[src/rtl/sb_thres_servo_if.sv]
// Purpose: control/status bundle between software-facing logic and the threshold servo.
// Latency: pure wiring, no registers.
// Backpressure: none; START/STOP are single-cycle pulses, config must stay stable while BUSY.
//
// master modport: drives ENABLE40, ADC0..2, START/STOP and configuration; reads results.
// slave modport : the servo itself.
interface sb_thres_servo_if #(
    parameter int ADC_WIDTH = 12,
    parameter int WIN_WIDTH = 24,
    parameter int CNT_WIDTH = 16
);
    logic [1:0]           ENABLE40;
    logic [ADC_WIDTH-1:0] ADC0;
    logic [ADC_WIDTH-1:0] ADC1;
    logic [ADC_WIDTH-1:0] ADC2;
    logic                 START;
    logic                 STOP;
    logic [WIN_WIDTH-1:0] WINDOW;
    logic [CNT_WIDTH-1:0] RATE_LO;
    logic [CNT_WIDTH-1:0] RATE_HI;
    logic [3:0]           STEP;
    logic [ADC_WIDTH-1:0] THRES_INIT;
    logic [ADC_WIDTH-1:0] THRES_MIN;
    logic [ADC_WIDTH-1:0] THRES_MAX;
    logic [7:0]           MAX_ITER;

    logic [ADC_WIDTH-1:0] THRES0;
    logic [ADC_WIDTH-1:0] THRES1;
    logic [ADC_WIDTH-1:0] THRES2;
    logic [CNT_WIDTH-1:0] COUNT0;
    logic [CNT_WIDTH-1:0] COUNT1;
    logic [CNT_WIDTH-1:0] COUNT2;
    logic [2:0]           LOCKED;
    logic                 BUSY;
    logic                 DONE;
    logic                 FAIL;

    modport master (
        output ENABLE40, ADC0, ADC1, ADC2, START, STOP, WINDOW, RATE_LO, RATE_HI,
               STEP, THRES_INIT, THRES_MIN, THRES_MAX, MAX_ITER,
        input  THRES0, THRES1, THRES2, COUNT0, COUNT1, COUNT2, LOCKED, BUSY, DONE, FAIL
    );

    modport slave (
        input  ENABLE40, ADC0, ADC1, ADC2, START, STOP, WINDOW, RATE_LO, RATE_HI,
               STEP, THRES_INIT, THRES_MIN, THRES_MAX, MAX_ITER,
        output THRES0, THRES1, THRES2, COUNT0, COUNT1, COUNT2, LOCKED, BUSY, DONE, FAIL
    );
endinterface

[src/rtl/sb_thres_servo.sv]
// Purpose: closed-loop servo of the three single-bin trigger thresholds onto a crossing-rate band.
// Latency: one run = n * ((4 + WINDOW) 40 MHz strobes + 1 ADJUST clock); BUSY/THRES_INIT one clock after START.
// Backpressure: none; START ignored while BUSY, STOP aborts from any state on the next clock.
//
// Ports: CLK120 (120 MHz clock), RESET (async, active-high), bus (sb_thres_servo_if.slave):
//   inputs  ENABLE40, ADC0..2, START, STOP, WINDOW, RATE_LO/HI, STEP, THRES_INIT/MIN/MAX, MAX_ITER
//   outputs THRES0..2, COUNT0..2, LOCKED, BUSY, DONE, FAIL
// Build option: define SB_SERVO_TRACK_EN for continuous tracking after the first lock.
module sb_thres_servo #(
    parameter int ADC_WIDTH = 12,
    parameter int WIN_WIDTH = 24,
    parameter int CNT_WIDTH = 16
) (
    input  logic              CLK120,
    input  logic              RESET,
    sb_thres_servo_if.slave   bus
);

    typedef enum logic [1:0] {
        IDLE    = 2'd0,
        SETTLE  = 2'd1,
        MEASURE = 2'd2,
        ADJUST  = 2'd3
    } state_t;

    state_t state, state_nxt;

    logic [1:0]           en40_q;
    logic                 strobe;
    logic [ADC_WIDTH-1:0] adc       [3];
    logic [ADC_WIDTH-1:0] thres     [3];
    logic [ADC_WIDTH-1:0] thres_adj [3];
    logic [CNT_WIDTH-1:0] cnt       [3];
    logic [CNT_WIDTH-1:0] cnt_nxt   [3];
    logic [CNT_WIDTH-1:0] count_q   [3];
    logic [2:0]           flag;
    logic [2:0]           prev_flag;
    logic [2:0]           inband;
    logic [2:0]           locked_q;
    logic [1:0]           settle_cnt;
    logic [WIN_WIDTH-1:0] win_cnt;
    logic [WIN_WIDTH-1:0] win_last_idx;
    logic                 win_last;
    logic                 settle_last;
    logic [7:0]           iter_cnt;
    logic [7:0]           iter_nxt;
    logic                 all_lock;
    logic                 max_hit;
    logic                 start_run;
    logic                 adj_fire;
    logic                 enter_settle;
    logic                 done_set;
    logic                 fail_set;
    logic                 done_q;
    logic                 fail_q;
`ifdef SB_SERVO_TRACK_EN
    logic                 done_seen;
`endif

    // One step of the servo for one PMT. Done one bit wider than the
    // threshold so the increment cannot wrap; the decrement floors at 0,
    // then MIN, then MAX is applied last so MAX wins on a bad configuration.
    function automatic logic [ADC_WIDTH-1:0] adjust_thres(
        input logic [ADC_WIDTH-1:0] thr,
        input logic [CNT_WIDTH-1:0] c,
        input logic [CNT_WIDTH-1:0] lo,
        input logic [CNT_WIDTH-1:0] hi,
        input logic [3:0]           step,
        input logic [ADC_WIDTH-1:0] tmin,
        input logic [ADC_WIDTH-1:0] tmax
    );
        logic [ADC_WIDTH:0] t;
        logic [ADC_WIDTH:0] s;
        logic [ADC_WIDTH:0] r;
        t = {1'b0, thr};
        s = (ADC_WIDTH+1)'(step);
        r = t;
        if (c > hi) begin
            r = t + s;
            if (r > {1'b0, tmax}) r = {1'b0, tmax};
        end else if (c < lo) begin
            r = (t < s) ? '0 : t - s;
            if (r < {1'b0, tmin}) r = {1'b0, tmin};
            if (r > {1'b0, tmax}) r = {1'b0, tmax};
        end
        return r[ADC_WIDTH-1:0];
    endfunction

    assign strobe       = (en40_q == 2'd0);
    assign win_last_idx = (bus.WINDOW == '0) ? '0 : bus.WINDOW - WIN_WIDTH'(1);
    assign win_last     = (state == MEASURE) && strobe && (win_cnt == win_last_idx);
    assign settle_last  = (state == SETTLE) && strobe && (settle_cnt == 2'd3);
    assign iter_nxt     = iter_cnt + 8'd1;
    assign all_lock     = &inband;
    assign max_hit      = (bus.MAX_ITER != 8'd0) && (iter_nxt == bus.MAX_ITER);
    assign enter_settle = (state_nxt == SETTLE) && (state != SETTLE);

    always_comb begin
        adc[0] = bus.ADC0;
        adc[1] = bus.ADC1;
        adc[2] = bus.ADC2;
        for (int i = 0; i < 3; i++) begin
            flag[i]      = adc[i] > thres[i];
            cnt_nxt[i]   = cnt[i];
            if (strobe && flag[i] && !prev_flag[i] && (cnt[i] != {CNT_WIDTH{1'b1}}))
                cnt_nxt[i] = cnt[i] + CNT_WIDTH'(1);
            inband[i]    = (count_q[i] >= bus.RATE_LO) && (count_q[i] <= bus.RATE_HI);
            thres_adj[i] = adjust_thres(thres[i], count_q[i], bus.RATE_LO, bus.RATE_HI,
                                        bus.STEP, bus.THRES_MIN, bus.THRES_MAX);
        end
    end

    always_ff @(posedge CLK120 or posedge RESET) begin
        if (RESET) state <= IDLE;
        else       state <= state_nxt;
    end

    always_comb begin
        state_nxt = state;
        start_run = 1'b0;
        adj_fire  = 1'b0;
        done_set  = 1'b0;
        fail_set  = 1'b0;
        case (state)
            IDLE: begin
                if (bus.START) begin
                    state_nxt = SETTLE;
                    start_run = 1'b1;
                end
            end
            SETTLE: begin
                if (settle_last) state_nxt = MEASURE;
            end
            MEASURE: begin
                if (win_last) state_nxt = ADJUST;
            end
            ADJUST: begin
                adj_fire = 1'b1;
`ifdef SB_SERVO_TRACK_EN
                state_nxt = SETTLE;
                done_set  = all_lock && !done_seen;
`else
                if (all_lock) begin
                    state_nxt = IDLE;
                    done_set  = 1'b1;
                end else if (max_hit) begin
                    state_nxt = IDLE;
                    done_set  = 1'b1;
                    fail_set  = 1'b1;
                end else begin
                    state_nxt = SETTLE;
                end
`endif
            end
            default: state_nxt = IDLE;
        endcase
        // STOP overrides everything, including a START in the same cycle.
        if (bus.STOP) begin
            state_nxt = IDLE;
            start_run = 1'b0;
            adj_fire  = 1'b0;
            done_set  = 1'b0;
            fail_set  = 1'b0;
        end
    end

    always_ff @(posedge CLK120 or posedge RESET) begin
        if (RESET) begin
            en40_q     <= 2'd3;
            prev_flag  <= 3'b111;
            settle_cnt <= 2'd0;
            win_cnt    <= '0;
            iter_cnt   <= 8'd0;
            locked_q   <= 3'b000;
            done_q     <= 1'b0;
            fail_q     <= 1'b0;
`ifdef SB_SERVO_TRACK_EN
            done_seen  <= 1'b0;
`endif
            for (int i = 0; i < 3; i++) begin
                thres[i]   <= {ADC_WIDTH{1'b1}};
                cnt[i]     <= '0;
                count_q[i] <= '0;
            end
        end else begin
            en40_q <= bus.ENABLE40;
            done_q <= done_set;

            // Preset to "already above" so a baseline sitting over the
            // threshold is not mistaken for a crossing.
            if (enter_settle)
                prev_flag <= 3'b111;
            else if (strobe && (state == SETTLE || state == MEASURE))
                prev_flag <= flag;

            if (enter_settle)
                settle_cnt <= 2'd0;
            else if (state == SETTLE && strobe)
                settle_cnt <= settle_cnt + 2'd1;

            if (settle_last)
                win_cnt <= '0;
            else if (state == MEASURE && strobe)
                win_cnt <= win_cnt + WIN_WIDTH'(1);

            for (int i = 0; i < 3; i++) begin
                if (settle_last)
                    cnt[i] <= '0;
                else if (state == MEASURE && strobe)
                    cnt[i] <= cnt_nxt[i];

                if (win_last && !bus.STOP)
                    count_q[i] <= cnt_nxt[i];

                if (start_run)
                    thres[i] <= bus.THRES_INIT;
                else if (adj_fire)
                    thres[i] <= thres_adj[i];
            end

            if (start_run) begin
                locked_q <= 3'b000;
                iter_cnt <= 8'd0;
                fail_q   <= 1'b0;
            end else if (adj_fire) begin
                locked_q <= inband;
                iter_cnt <= iter_nxt;
            end
            if (fail_set) fail_q <= 1'b1;

`ifdef SB_SERVO_TRACK_EN
            if (start_run)     done_seen <= 1'b0;
            else if (done_set) done_seen <= 1'b1;
`endif
        end
    end

    assign bus.THRES0 = thres[0];
    assign bus.THRES1 = thres[1];
    assign bus.THRES2 = thres[2];
    assign bus.COUNT0 = count_q[0];
    assign bus.COUNT1 = count_q[1];
    assign bus.COUNT2 = count_q[2];
    assign bus.LOCKED = locked_q;
    assign bus.BUSY   = (state != IDLE);
    assign bus.DONE   = done_q;
    assign bus.FAIL   = fail_q;

endmodule

[src/flat_wrapper.sv]
// flat-port wrapper written by rule: the top's interface ports become plain ports
module sb_thres_servo_flat 
#(
    parameter int ADC_WIDTH = 12,
    parameter int WIN_WIDTH = 24,
    parameter int CNT_WIDTH = 16
)
  (CLK120, RESET, bus_ENABLE40, bus_ADC0, bus_ADC1, bus_ADC2, bus_START, bus_STOP, bus_WINDOW, bus_RATE_LO, bus_RATE_HI, bus_STEP, bus_THRES_INIT, bus_THRES_MIN, bus_THRES_MAX, bus_MAX_ITER, bus_THRES0, bus_THRES1, bus_THRES2, bus_COUNT0, bus_COUNT1, bus_COUNT2, bus_LOCKED, bus_BUSY, bus_DONE, bus_FAIL);
  sb_thres_servo_if #(.ADC_WIDTH(ADC_WIDTH), .WIN_WIDTH(WIN_WIDTH), .CNT_WIDTH(CNT_WIDTH)) bus_i ();
  input  logic CLK120;
  input  logic RESET;
  input wire logic [$bits(bus_i.ENABLE40)-1:0] bus_ENABLE40;
  input wire logic [$bits(bus_i.ADC0)-1:0] bus_ADC0;
  input wire logic [$bits(bus_i.ADC1)-1:0] bus_ADC1;
  input wire logic [$bits(bus_i.ADC2)-1:0] bus_ADC2;
  input wire logic [$bits(bus_i.START)-1:0] bus_START;
  input wire logic [$bits(bus_i.STOP)-1:0] bus_STOP;
  input wire logic [$bits(bus_i.WINDOW)-1:0] bus_WINDOW;
  input wire logic [$bits(bus_i.RATE_LO)-1:0] bus_RATE_LO;
  input wire logic [$bits(bus_i.RATE_HI)-1:0] bus_RATE_HI;
  input wire logic [$bits(bus_i.STEP)-1:0] bus_STEP;
  input wire logic [$bits(bus_i.THRES_INIT)-1:0] bus_THRES_INIT;
  input wire logic [$bits(bus_i.THRES_MIN)-1:0] bus_THRES_MIN;
  input wire logic [$bits(bus_i.THRES_MAX)-1:0] bus_THRES_MAX;
  input wire logic [$bits(bus_i.MAX_ITER)-1:0] bus_MAX_ITER;
  output wire logic [$bits(bus_i.THRES0)-1:0] bus_THRES0;
  output wire logic [$bits(bus_i.THRES1)-1:0] bus_THRES1;
  output wire logic [$bits(bus_i.THRES2)-1:0] bus_THRES2;
  output wire logic [$bits(bus_i.COUNT0)-1:0] bus_COUNT0;
  output wire logic [$bits(bus_i.COUNT1)-1:0] bus_COUNT1;
  output wire logic [$bits(bus_i.COUNT2)-1:0] bus_COUNT2;
  output wire logic [$bits(bus_i.LOCKED)-1:0] bus_LOCKED;
  output wire logic [$bits(bus_i.BUSY)-1:0] bus_BUSY;
  output wire logic [$bits(bus_i.DONE)-1:0] bus_DONE;
  output wire logic [$bits(bus_i.FAIL)-1:0] bus_FAIL;
  assign bus_i.ENABLE40 = bus_ENABLE40;
  assign bus_i.ADC0 = bus_ADC0;
  assign bus_i.ADC1 = bus_ADC1;
  assign bus_i.ADC2 = bus_ADC2;
  assign bus_i.START = bus_START;
  assign bus_i.STOP = bus_STOP;
  assign bus_i.WINDOW = bus_WINDOW;
  assign bus_i.RATE_LO = bus_RATE_LO;
  assign bus_i.RATE_HI = bus_RATE_HI;
  assign bus_i.STEP = bus_STEP;
  assign bus_i.THRES_INIT = bus_THRES_INIT;
  assign bus_i.THRES_MIN = bus_THRES_MIN;
  assign bus_i.THRES_MAX = bus_THRES_MAX;
  assign bus_i.MAX_ITER = bus_MAX_ITER;
  assign bus_THRES0 = bus_i.THRES0;
  assign bus_THRES1 = bus_i.THRES1;
  assign bus_THRES2 = bus_i.THRES2;
  assign bus_COUNT0 = bus_i.COUNT0;
  assign bus_COUNT1 = bus_i.COUNT1;
  assign bus_COUNT2 = bus_i.COUNT2;
  assign bus_LOCKED = bus_i.LOCKED;
  assign bus_BUSY = bus_i.BUSY;
  assign bus_DONE = bus_i.DONE;
  assign bus_FAIL = bus_i.FAIL;
  sb_thres_servo #(.ADC_WIDTH(ADC_WIDTH), .WIN_WIDTH(WIN_WIDTH), .CNT_WIDTH(CNT_WIDTH)) u_core (.CLK120(CLK120), .RESET(RESET), .bus(bus_i));
endmodule
[config.mk]
export PLATFORM = sky130hd
export DESIGN_NAME = sb_thres_servo_flat
export DESIGN_NICKNAME = d
export VERILOG_FILES = /design/src/rtl/sb_thres_servo_if.sv /design/src/rtl/sb_thres_servo.sv /design/src/flat_wrapper.sv
export SDC_FILE = /design/constraint.sdc
export NUM_CORES = 1
export LEC_CHECK = 0
export ABC_AREA = 1
export ABC_CLOCK_PERIOD_IN_PS = 9800
export BUFFER_PORTS_ARGS = -buffer_cell sky130_fd_sc_hd__buf_2
export CAP_MARGIN = 5
export CORE_MARGIN = 1
export CORE_UTILIZATION = 45
export DETAILED_ROUTE_END_ITERATION = 16
export PLACE_DENSITY_LB_ADDON = 0.05
export SLEW_MARGIN = 20
export SYNTH_ARGS = -nofsm -noshare
export SYNTH_HDL_FRONTEND = slang
export SYNTH_SLANG_ARGS = --single-unit
[constraint.sdc]
create_clock -name CLK120 -period 9.8 [get_ports CLK120]
set_clock_uncertainty 0.15 [all_clocks]
set_input_delay 0.98 -clock CLK120 [delete_from_list [all_inputs] [get_ports CLK120]]
set_output_delay 0.98 -clock CLK120 [all_outputs]
set_load 0.005 [all_outputs]
-- Yosys cells after proc, flatten, opt, wreduce, memory -nomap -nowiden
Cells that the tools add are included.
- register bits: 178
- output and inout bits: 90
- $add $sub $neg: 13
- order comparisons: 27
- equal/unequal tests: 11
- reduce and logical (&&, ||, !) cells: 42
- muxes and demuxes: 71
- operators by type and width (operator ; number):
    two-way mux 12 bit ; 18
    two-way mux 13 bit ; 12
    two-way mux 16 bit ; 9
    > comparator 13 x 12 -> 1 bit ; 6
    two-way mux 24 bit ; 3
    adder 16 x 1 -> 16 bit (second input constant) ; 3
    >= comparator 16 bit ; 3
    > comparator 16 bit ; 3
    less-or-equal comparator 16 bit ; 3
    < comparator 16 bit ; 3
    != test 16 bit (second input constant) ; 3
    adder 12 x 4 -> 13 bit ; 3
    < comparator 13 x 12 -> 1 bit ; 3
    subtractor 12 x 4 -> 13 bit ; 3
    > comparator 12 bit ; 3
    < comparator 12 x 4 -> 1 bit ; 3
    adder 24 x 1 -> 24 bit (second input constant) ; 1
    == test 24 bit ; 1
    logical NOT 24 bit ; 1
    subtractor 24 x 1 -> 24 bit (second input constant) ; 1
    logical AND 1 bit ; 20
    two-way mux 8 bit ; 2
    two-way mux 1 bit ; 15
    two-way mux 2 bit ; 7
    other kinds (16) ; 35

-- Longest topological paths before layout
Gate-level depths: netlist of run 1.
- word-level depth: 12
- gate-level depth with buffers: 39
- gate-level depth less buffers: 37

-- Least setup slack after synthesis of run 1
OpenSTA, ideal clock, no wires.
- path kind: input port to flip-flop
- from: in bus_STEP[0]
- to: reg u_core.thres, in the netlist u_core.bus.THRES1[8]
- arrival: 5.153 ns
- setup time: 0.094 ns
- path slack: 4.403 ns
- buffers on the path: 1
- stages: 33
- cells stage by stage: ha_1 inv_1 fa_1 nand2_1 nand2_1 a21oi_1 nand2_1 nor2_1 xor2_1 nor2_1 ha_1 a21oi_1 o21ai_0 a21oi_1 o211a_1 clkbuf_1 nand3_1 nand2_1 ha_1 a21oi_1 o21ai_0 o21ai_0 nand3_1 nand2_1 nand2_1 nand2_1 nand2_1 a21boi_1 nand3_1 nand2_1 nand2_1 nand2_1 a22oi_1
- word-level cells in the longest chain between the ends: 12
- elaborated cells on any way between the ends: 16
- ends and longest elaborated chain (element ; RTL line ; text):
    from (decl) ; flat_wrapper.sv:21 ; input wire logic [$bits(bus_i.STEP)-1:0] bus_STEP;
    subtractor 12 x 4 -> 13 bit or < comparator 12 x 4 -> 1 bit (tied branches) ; sb_thres_servo.sv:82 ; r = (t < s) ? '0 : t - s;
    two-way mux 13 bit ; sb_thres_servo.sv:82 ;
    < comparator 13 x 12 -> 1 bit ; sb_thres_servo.sv:83 ; if (r < {1'b0, tmin}) r = {1'b0, tmin};
    two-way mux 13 bit ; sb_thres_servo.sv:83 ;
    two-way mux 13 bit ; sb_thres_servo.sv:81 ; end else if (c < lo) begin
    two-way mux 13 bit ; sb_thres_servo.sv:78 ; if (c > hi) begin
    > comparator 13 x 12 -> 1 bit ; sb_thres_servo.sv:84 ; if (r > {1'b0, tmax}) r = {1'b0, tmax};
    two-way mux 12 bit ; sb_thres_servo.sv:84 ;
    two-way mux 12 bit ; sb_thres_servo.sv:81 ;
    two-way mux 12 bit (*) ; sb_thres_servo.sv:78 ;
    two-way mux 12 bit (*) ; sb_thres_servo.sv:217 ; else if (adj_fire)
    two-way mux 12 bit (*) ; sb_thres_servo.sv:215 ; if (start_run)
    to (signal, indexed assignment) ; sb_thres_servo.sv:181 ; thres[i] <= {ADC_WIDTH{1'b1}};
    to (signal, indexed assignment) ; sb_thres_servo.sv:216 ; thres[i] <= bus.THRES_INIT;
    to (signal, indexed assignment) ; sb_thres_servo.sv:218 ; thres[i] <= thres_adj[i];
    to (decl) ; sb_thres_servo.sv:31 ; logic [ADC_WIDTH-1:0] thres [3];
Mark *: on every way between the ends. The rest lies on a longest branch, timed or not. The select of a mux whose other input is x is not followed.
A chain may end at the register's enable or synchronous reset.

-- Worst setup path in the final report of run 1
- from: in bus_STEP[1]
- to: reg u_core.thres, in the netlist u_core.bus.THRES2[3]
Same word-level chain as after synthesis.

==> results of run 1 <==
## state kept, by name (all words and copies together) (netlist names)
register	cells
u_core.bus.LOCKED	3
u_core.state	2
u_core.win_cnt	24
u_core.bus.THRES0	12
u_core.bus.FAIL	1
u_core.cnt	48
u_core.prev_flag	3
u_core.en40_q	2
u_core.settle_cnt	2
u_core.bus.COUNT2	16
u_core.bus.COUNT0	16
u_core.bus.THRES1	12
u_core.bus.THRES2	12
u_core.bus.COUNT1	16
u_core.iter_cnt	8
u_core.bus.DONE	1
## path summary, 6_finish.rpt
| path | startpoint | to | slack [ns] | depth (start not counted) |
|---|---|---|---|---|
| min in group asynchronous | RESET | u_core.win_cnt[3] | 0.51 | 2 |
| max reg2reg | u_core.bus.THRES0[2] | u_core.bus.THRES0[9] | 3.52 | 31 |
| min | u_core.settle_cnt[1] | u_core.settle_cnt[1] | 0.37 | 2 |
| min reg2reg | u_core.settle_cnt[1] | u_core.settle_cnt[1] | 0.37 | 2 |
| max in group asynchronous | RESET | u_core.cnt[39] | 7.49 | 3 |
| max | bus_STEP[1] | u_core.bus.THRES2[3] | 3.35 | 37 |
## synth_stat cells (all sizes together), types with 9 or more instances
master and instances:
nand4 65, a31oi 11, nand3 276, xor2 78
dfrtp 137, inv 374, o22ai 37, a22oi 9
nor4 23, o211ai 11, nor2 307, xnor2 9
a211oi 12, clkbuf 41, nand2 717, a21oi 181
o21ai 165, nand3b 12, dfstp 41, nor3 66
buf 35, ha 274
## routing by layer
metal	part of all wire (%)	global-route usage [%]	vias to the layer above	wire, um
met5	0	0	-	0
met4	5.6	18.7	0	4140
met3	5.3	4.13	194	3890
met2	47	55.8	674	34700
met1	42	40.8	9785	30700
li1	-	-	10200	-
## worst min-delay path, delay by kind of cell (launching register included)
family | cells | cell delay (ns)
DFF | 1 | 0.36
and+or+nand+nor | 2 | 0.13
## power groups by stage
stage	combinational [W]	sequential, W	clock, W
2_1_floorplan	0.00258	0.00119	0
3_3_place_gp	0.00341	0.00132	0
3_5_place_dp	0.00347	0.00133	0
4_1_cts	0.00349	0.00131	0.000750
5_1_grt	0.00400	0.00135	0.000778
6_report	0.00353	0.00132	0.000743
## through the flow
step / instance area, um^2 / hold slack, ns / total power [W] / instances
after floorplan: 19600 / 0.305 / 0.00378 / 2928
after global placement: 21100 / 0.337 / 0.00473 / 3680
after detailed placement: 21100 / 0.353 / 0.00479 / 3680
after CTS: 21700 / 0.370 / 0.00555 / 3712
after global routing: 21700 / 0.400 / 0.00613 / 3712
final: 21700 / 0.368 / 0.00560 / 3712
## cell type report
class | instances | area (um^2)
Fill cell | 4489 | 21300
Multi-Input combinational cell | 2297 | 13200
Sequential cell | 178 | 4510
Inverter | 377 | 1420
Timing Repair Buffer | 243 | 1240
Tap cell | 585 | 732
Clock buffer | 23 | 478
Clock inverter | 9 | 130
## logic make-up (layout without fill, tap and decap cells)
group / Yosys count / count (layout) / share of synthesized area, %
AND/OR/NAND/NOR: 1478 / 1478 / 32.6
buffers and inverters: 453 / 652 / 9.64
AO/OA/AOI/OAI: 452 / 452 / 12.7
adder cells (fa/ha/maj): 280 / 280 / 18.1
flip-flops: 178 / 178 / 23.0
XOR/XNOR: 87 / 87 / 3.89
==> metrics.md, run 1 <==
| Metric | Value |
|---|---|
| Leakage Power | 11.6 nW |
| Die ar. | 44400 um^2 |
| Fin. Hold Viols | 0 |
| Top post-synthesis cells by area | dfrtp_1, ha_1, nand2_1 |
| Slew @ Worst Pin | 1.04 ns |
| Arrival @ worst endpoint | 6.70 ns |
| MaxCap Viol Count | 0 |
| Vias in the first global route | 19900 |
| Power density over the cells | 258 nW/um^2 |
| Number of port buffers | 235 |
| Total grt overflow | 0 |
| Post-CTS Setup Inserts | 0 |
| Layout cell share with drive strength beyond 1 | 11.3% |
| Share of the yosys chip area belonging to registers | 23.0% |
| Clk pwr share | 13.3% |
| CP max stage delay | ~0.40 ns |
| CTS root buf | clkbuf_16 |
| Nets | 3540 |
| # hold bufs at CTS | 0 |
| Main flop type after synthesis | dfrtp_1 |
| Minimum clock period | 6.45 ns |
| 1st-iter DRT viols | between 1500 and 2000 |
| Most frequent cells in the layout | nand2_1, inv_1, nor2_1 |
| Total wire length | around 73000 um |
| Initial core utilization | between 40% and 50% |
| HP Class | flop to flop |
| Inserted Clock Buffers | 17 |
| Commonest non-fill, non-tap cell in the layout | nand2_1 |
| First-pass GRT wire length | 113000 um |
| Flop pwr share | 23.6% |
| Cells after synthesis | 2928 |
| Final setup violating endpoints | 0 |
| Clk_lat worst skew | between 0.4 and 0.5 ns |
| RSZ-0062 raised after global routing | no |
| Core Area | 43000 um^2 |
| Syn. warnings | 0 |
| Max Buffers Root-to-Sink | 2 |
| # resized after CTS | 0 |
| Antenna Nets Post-Route | 0 |
| Comb pwr share | a little over three fifths |
| Final WS setup | roughly 3.4 ns |
| # rows | between 70 and 80 |
| DR vias | 20800 |
| Clock sink count | 178 |
| Slew headroom | 30.5% |
| Critical path peak fanout | 13 |
| CP Class | primary input to flop |
| CP most frequent cell | nand2_1 |
| Crit path max-delay cell type | nand3_1 |
| Die Y | 211 um |
| P&R area growth vs syn | 10.8% |
| Worst endpoint required time | 10.05 ns |
| Die Span X | 211 um |
| Final TNS setup | 0 ns |
| Pre-CTS setup slack | 2.94 ns |
| CTS tree | done |
| Core Util, Final | 50.5% |
| Peak supply drop | 0.163 mV |
| Post-synth net total | 3354 |
| Net Sw Frac | a little over half |
| Mapped Avg Cell Area | between 6 and 7 um^2 |
| Post-synth cell types | 57 |
| Largest area contributor in the netlist | dfrtp_1 |
| Wirelength per Cell | 19.8 um |
| #FFs+latches synth | 178 |
| Io pins | 236 |
| DRC | 0 |
| Synth async-reset ratio | 100% |
| Tcrit/Tclk final | 65.8% |
| Number of diodes | 0 |
| F_max | between 0.15 and 0.2 GHz |
| Synth Cell Area | ~20000 um^2 |
| Crit path max-delay family | simple AND/OR/NAND/NOR gates |
| Internal power | 0.00265 W |
| Share of the synthesized area in the top cell type | 17.5% |
| Psw | between 0.002 and 0.003 W |
| Initial antenna violation count | 0 |
| DRT Pass-1 Iters | 6 |
| Status | complete, no violations |
| Gp weighted congestion | approximately 0.98 |
| Number of synthesized flops with an enable pin | 0 |
| Largest net degree at the start of global routing | 107 |
| CP Launch Type | primary input |
| CP endpoint kind | flop |
| Via/cell ratio | about 5.6 |
| Total track usage | 33.1% |
| Crit path buf inv count | 5 |
| H-tree levels | 4 |
| Final Slew Violations | 0 |
| Worst-path clk slew | 0.08 ns |
| Dpl hpwl | 57900 um |
(Power assumes the default switching activity.)
==> run 2: changes to the inputs <==
Settings changed: ABC_CLOCK_PERIOD_IN_PS 9800 to 5200.
Clock period 9.8 ns to 5.2 ns, I/O delays scaled along.
==> run 2 against run 1 <==
Effect of this change:
- the run now ends with hold timing left
- worst hold slack worse by 0.39 ns
- largest cell class unchanged
- sequential power up 80%
- non-clock buffer count rose by 188
- global-route usage is 0.84 points higher
- final cell count increased by 5.2%
- die area stayed put
==> metrics.md, run 2 (synthesis results as in run 1) <==
| Metric | Value |
|---|---|
| Initial core utilization | 45.6% |
| Inserted Clock Buffers | 17 |
| Failing checks | hold timing |
| Slew @ Worst Pin | 1.04 ns |
| CP Launch Type | flop |
| Die Span X | 211 um |
| Leakage Power | 12.7 nW |
| Nets | roughly 3700 |
| Final TNS setup | 0 ns |
| DR vias | roughly 22000 |
| Worst-path clk slew | 0.08 ns |
| F_max | between 0.15 and 0.2 GHz |
| Worst endpoint required time | 5.45 ns |
| Total grt overflow | 0 |
| Tcrit/Tclk final | 98.4% |
| Initial antenna violation count | 4 |
| CTS tree | done |
| Final Slew Violations | 0 |
| Layout cell share with drive strength beyond 1 | 20.9% |
| Minimum clock period | 5.11 ns |
| Crit path buf inv count | 5 |
| Slew headroom | 30.6% |
| Reg2reg start | u_core.bus.THRES1[0] |
| Core Area | 43000 um^2 |
| Die Y | 211 um |
| Status | finished, violations left |
| 1st-iter DRT viols | 1554 |
| Dpl hpwl | about 60000 um |
| HP Class | primary input to asynchronous set/reset pin |
| CTS root buf | clkbuf_16 |
| Design Power | 0.0124 W |
| CP max stage delay | 0.38 ns |
| Arrival @ worst endpoint | 5.37 ns |
| Crit path max-delay family | simple AND/OR/NAND/NOR gates |
| Gp weighted congestion | 0.999 |
| Fin. Hold Viols | 9 |
| Peak supply drop | 0.279 mV |
| Die ar. | 44400 um^2 |
| CP endpoint kind | flop |
| Top Registers | u_core.cnt (48), u_core.win_cnt (24) |
| Commonest non-fill, non-tap cell in the layout | nand2_1 |
| Total wire length | 76400 um |
| Largest net degree at the start of global routing | 179 |
| DRC | 0 |
| RSZ-0062 raised after global routing | yes |
| Number of port buffers | 235 |
| # rows | 76 |
| Max Buffers Root-to-Sink | 2 |
| Clock sink count | 178 |
| Total track usage | 33.9% |
| Biggest register | u_core.cnt |
| Crit. Startpoint | u_core.bus.THRES1[0] |
| Antenna Nets Post-Route | 0 |
| Power density over the cells | 516 nW/um^2 |
| Critical path peak fanout | 6 |
| P&R area growth vs syn | 23.0% |
| Most frequent cells in the layout | nand2_1, inv_1, nor2_1 |
| H-tree levels | 4 |
| MaxCap Viol Count | 0 |
| Wirelength per Cell | 19.6 um |
| Final setup violating endpoints | 0 |
| Via/cell ratio | between 5 and 6 |
| Vias in the first global route | 20500 |
| DRT Pass-1 Iters | 6 |
| Worst hold slack | -0.0219 ns |
| CP Class | flop to flop |
| Clk_lat worst skew | 0.48 ns |
| CP most frequent cell | nand2_1 |
| Core Util, Final | 56.1% |
| First-pass GRT wire length | 115000 um |
| Max FFs per register | 48 |
| Crit path max-delay cell type | dfstp_2 |
| Io pins | 236 |
-- run 2: cell types whose count changed in the layout (fill, tap and decap cells not counted), sizes merged --
cell         delta
clkinv          +4
nand2           +2
dlygate4sd3     +2
bufinv          -1
inv             +3
buf           +185
diode           +3
clkbuf          -4
-- run 2: final cells by class --
type,instances,area [um^2]
fillers,4314,18900
diodes,3,7.51
clock buffers,18,439
well taps,585,732
repair buffers,431,2790
multi-input cells,2299,14000
repair inverters,1,7.51
flip-flops and latches,178,4510
clock inverters,14,196
inverters,377,1430
-- run 2: timing repair --
action | 4_1_cts | 5_1_grt
cloned | 0 | 7
pin swaps | 0 | 48
buffers inserted | 0 | 19
hold buffers | 2 | 0
setup endpoints to repair | 1 | 36
gates resized for setup | 1 | 201
hold endpoints to repair | 2 | 0
-- run 2: stage by stage --
stage	area, um^2	worst slack [ns]	hold WS, ns	std cells
finish	24100	0.0857	-0.0219	3906
global route	24100	-0.173	0.00810	3906
CTS	23000	0.000864	0.166	3876
detailed placement	22400	-0.274	0.346	3842
global placement	22400	-0.226	0.336	3842
floorplan	19600	0.263	0.305	2928
-- run 2: path summary, 6_finish.rpt --
kind	to	slack (ns)	cells after the start
min in group CLK120	u_core.state[1]	0.19	2
hold / removal	u_core.bus.COUNT0[2]	-0.02	3
setup reg to reg	u_core.bus.THRES1[6]	0.09	37
max in group asynchronous	u_core.bus.LOCKED[1]	3.95	4
hold reg to reg	u_core.win_cnt[22]	0.36	1
setup / recovery	u_core.bus.THRES1[6]	0.09	37
-- run 2: worst min-delay path, cell delays in order --
cell and delay, ns:
buf_2 0.11, clkinvlp_4 0.07, buf_12 0.31
-- run 2: routing by layer --
metal / GRT usage [%] / up-vias / part of all wire, %
li1: - / 10500 / -
met1: 41.0 / 10300 / 41
met2: 58.0 / 751 / 48
met3: 5.84 / 209 / 5.6
met4: 17.0 / 0 / 5.1
met5: 0 / - / 0
-- run 2: where the power goes --
group | internal (W) | switching [W] | leakage, nW
logic | 0.00354 | 0.00508 | 10.1
clock network | 0.000749 | 0.000688 | 0.310
registers | 0.00187 | 0.000504 | 2.24
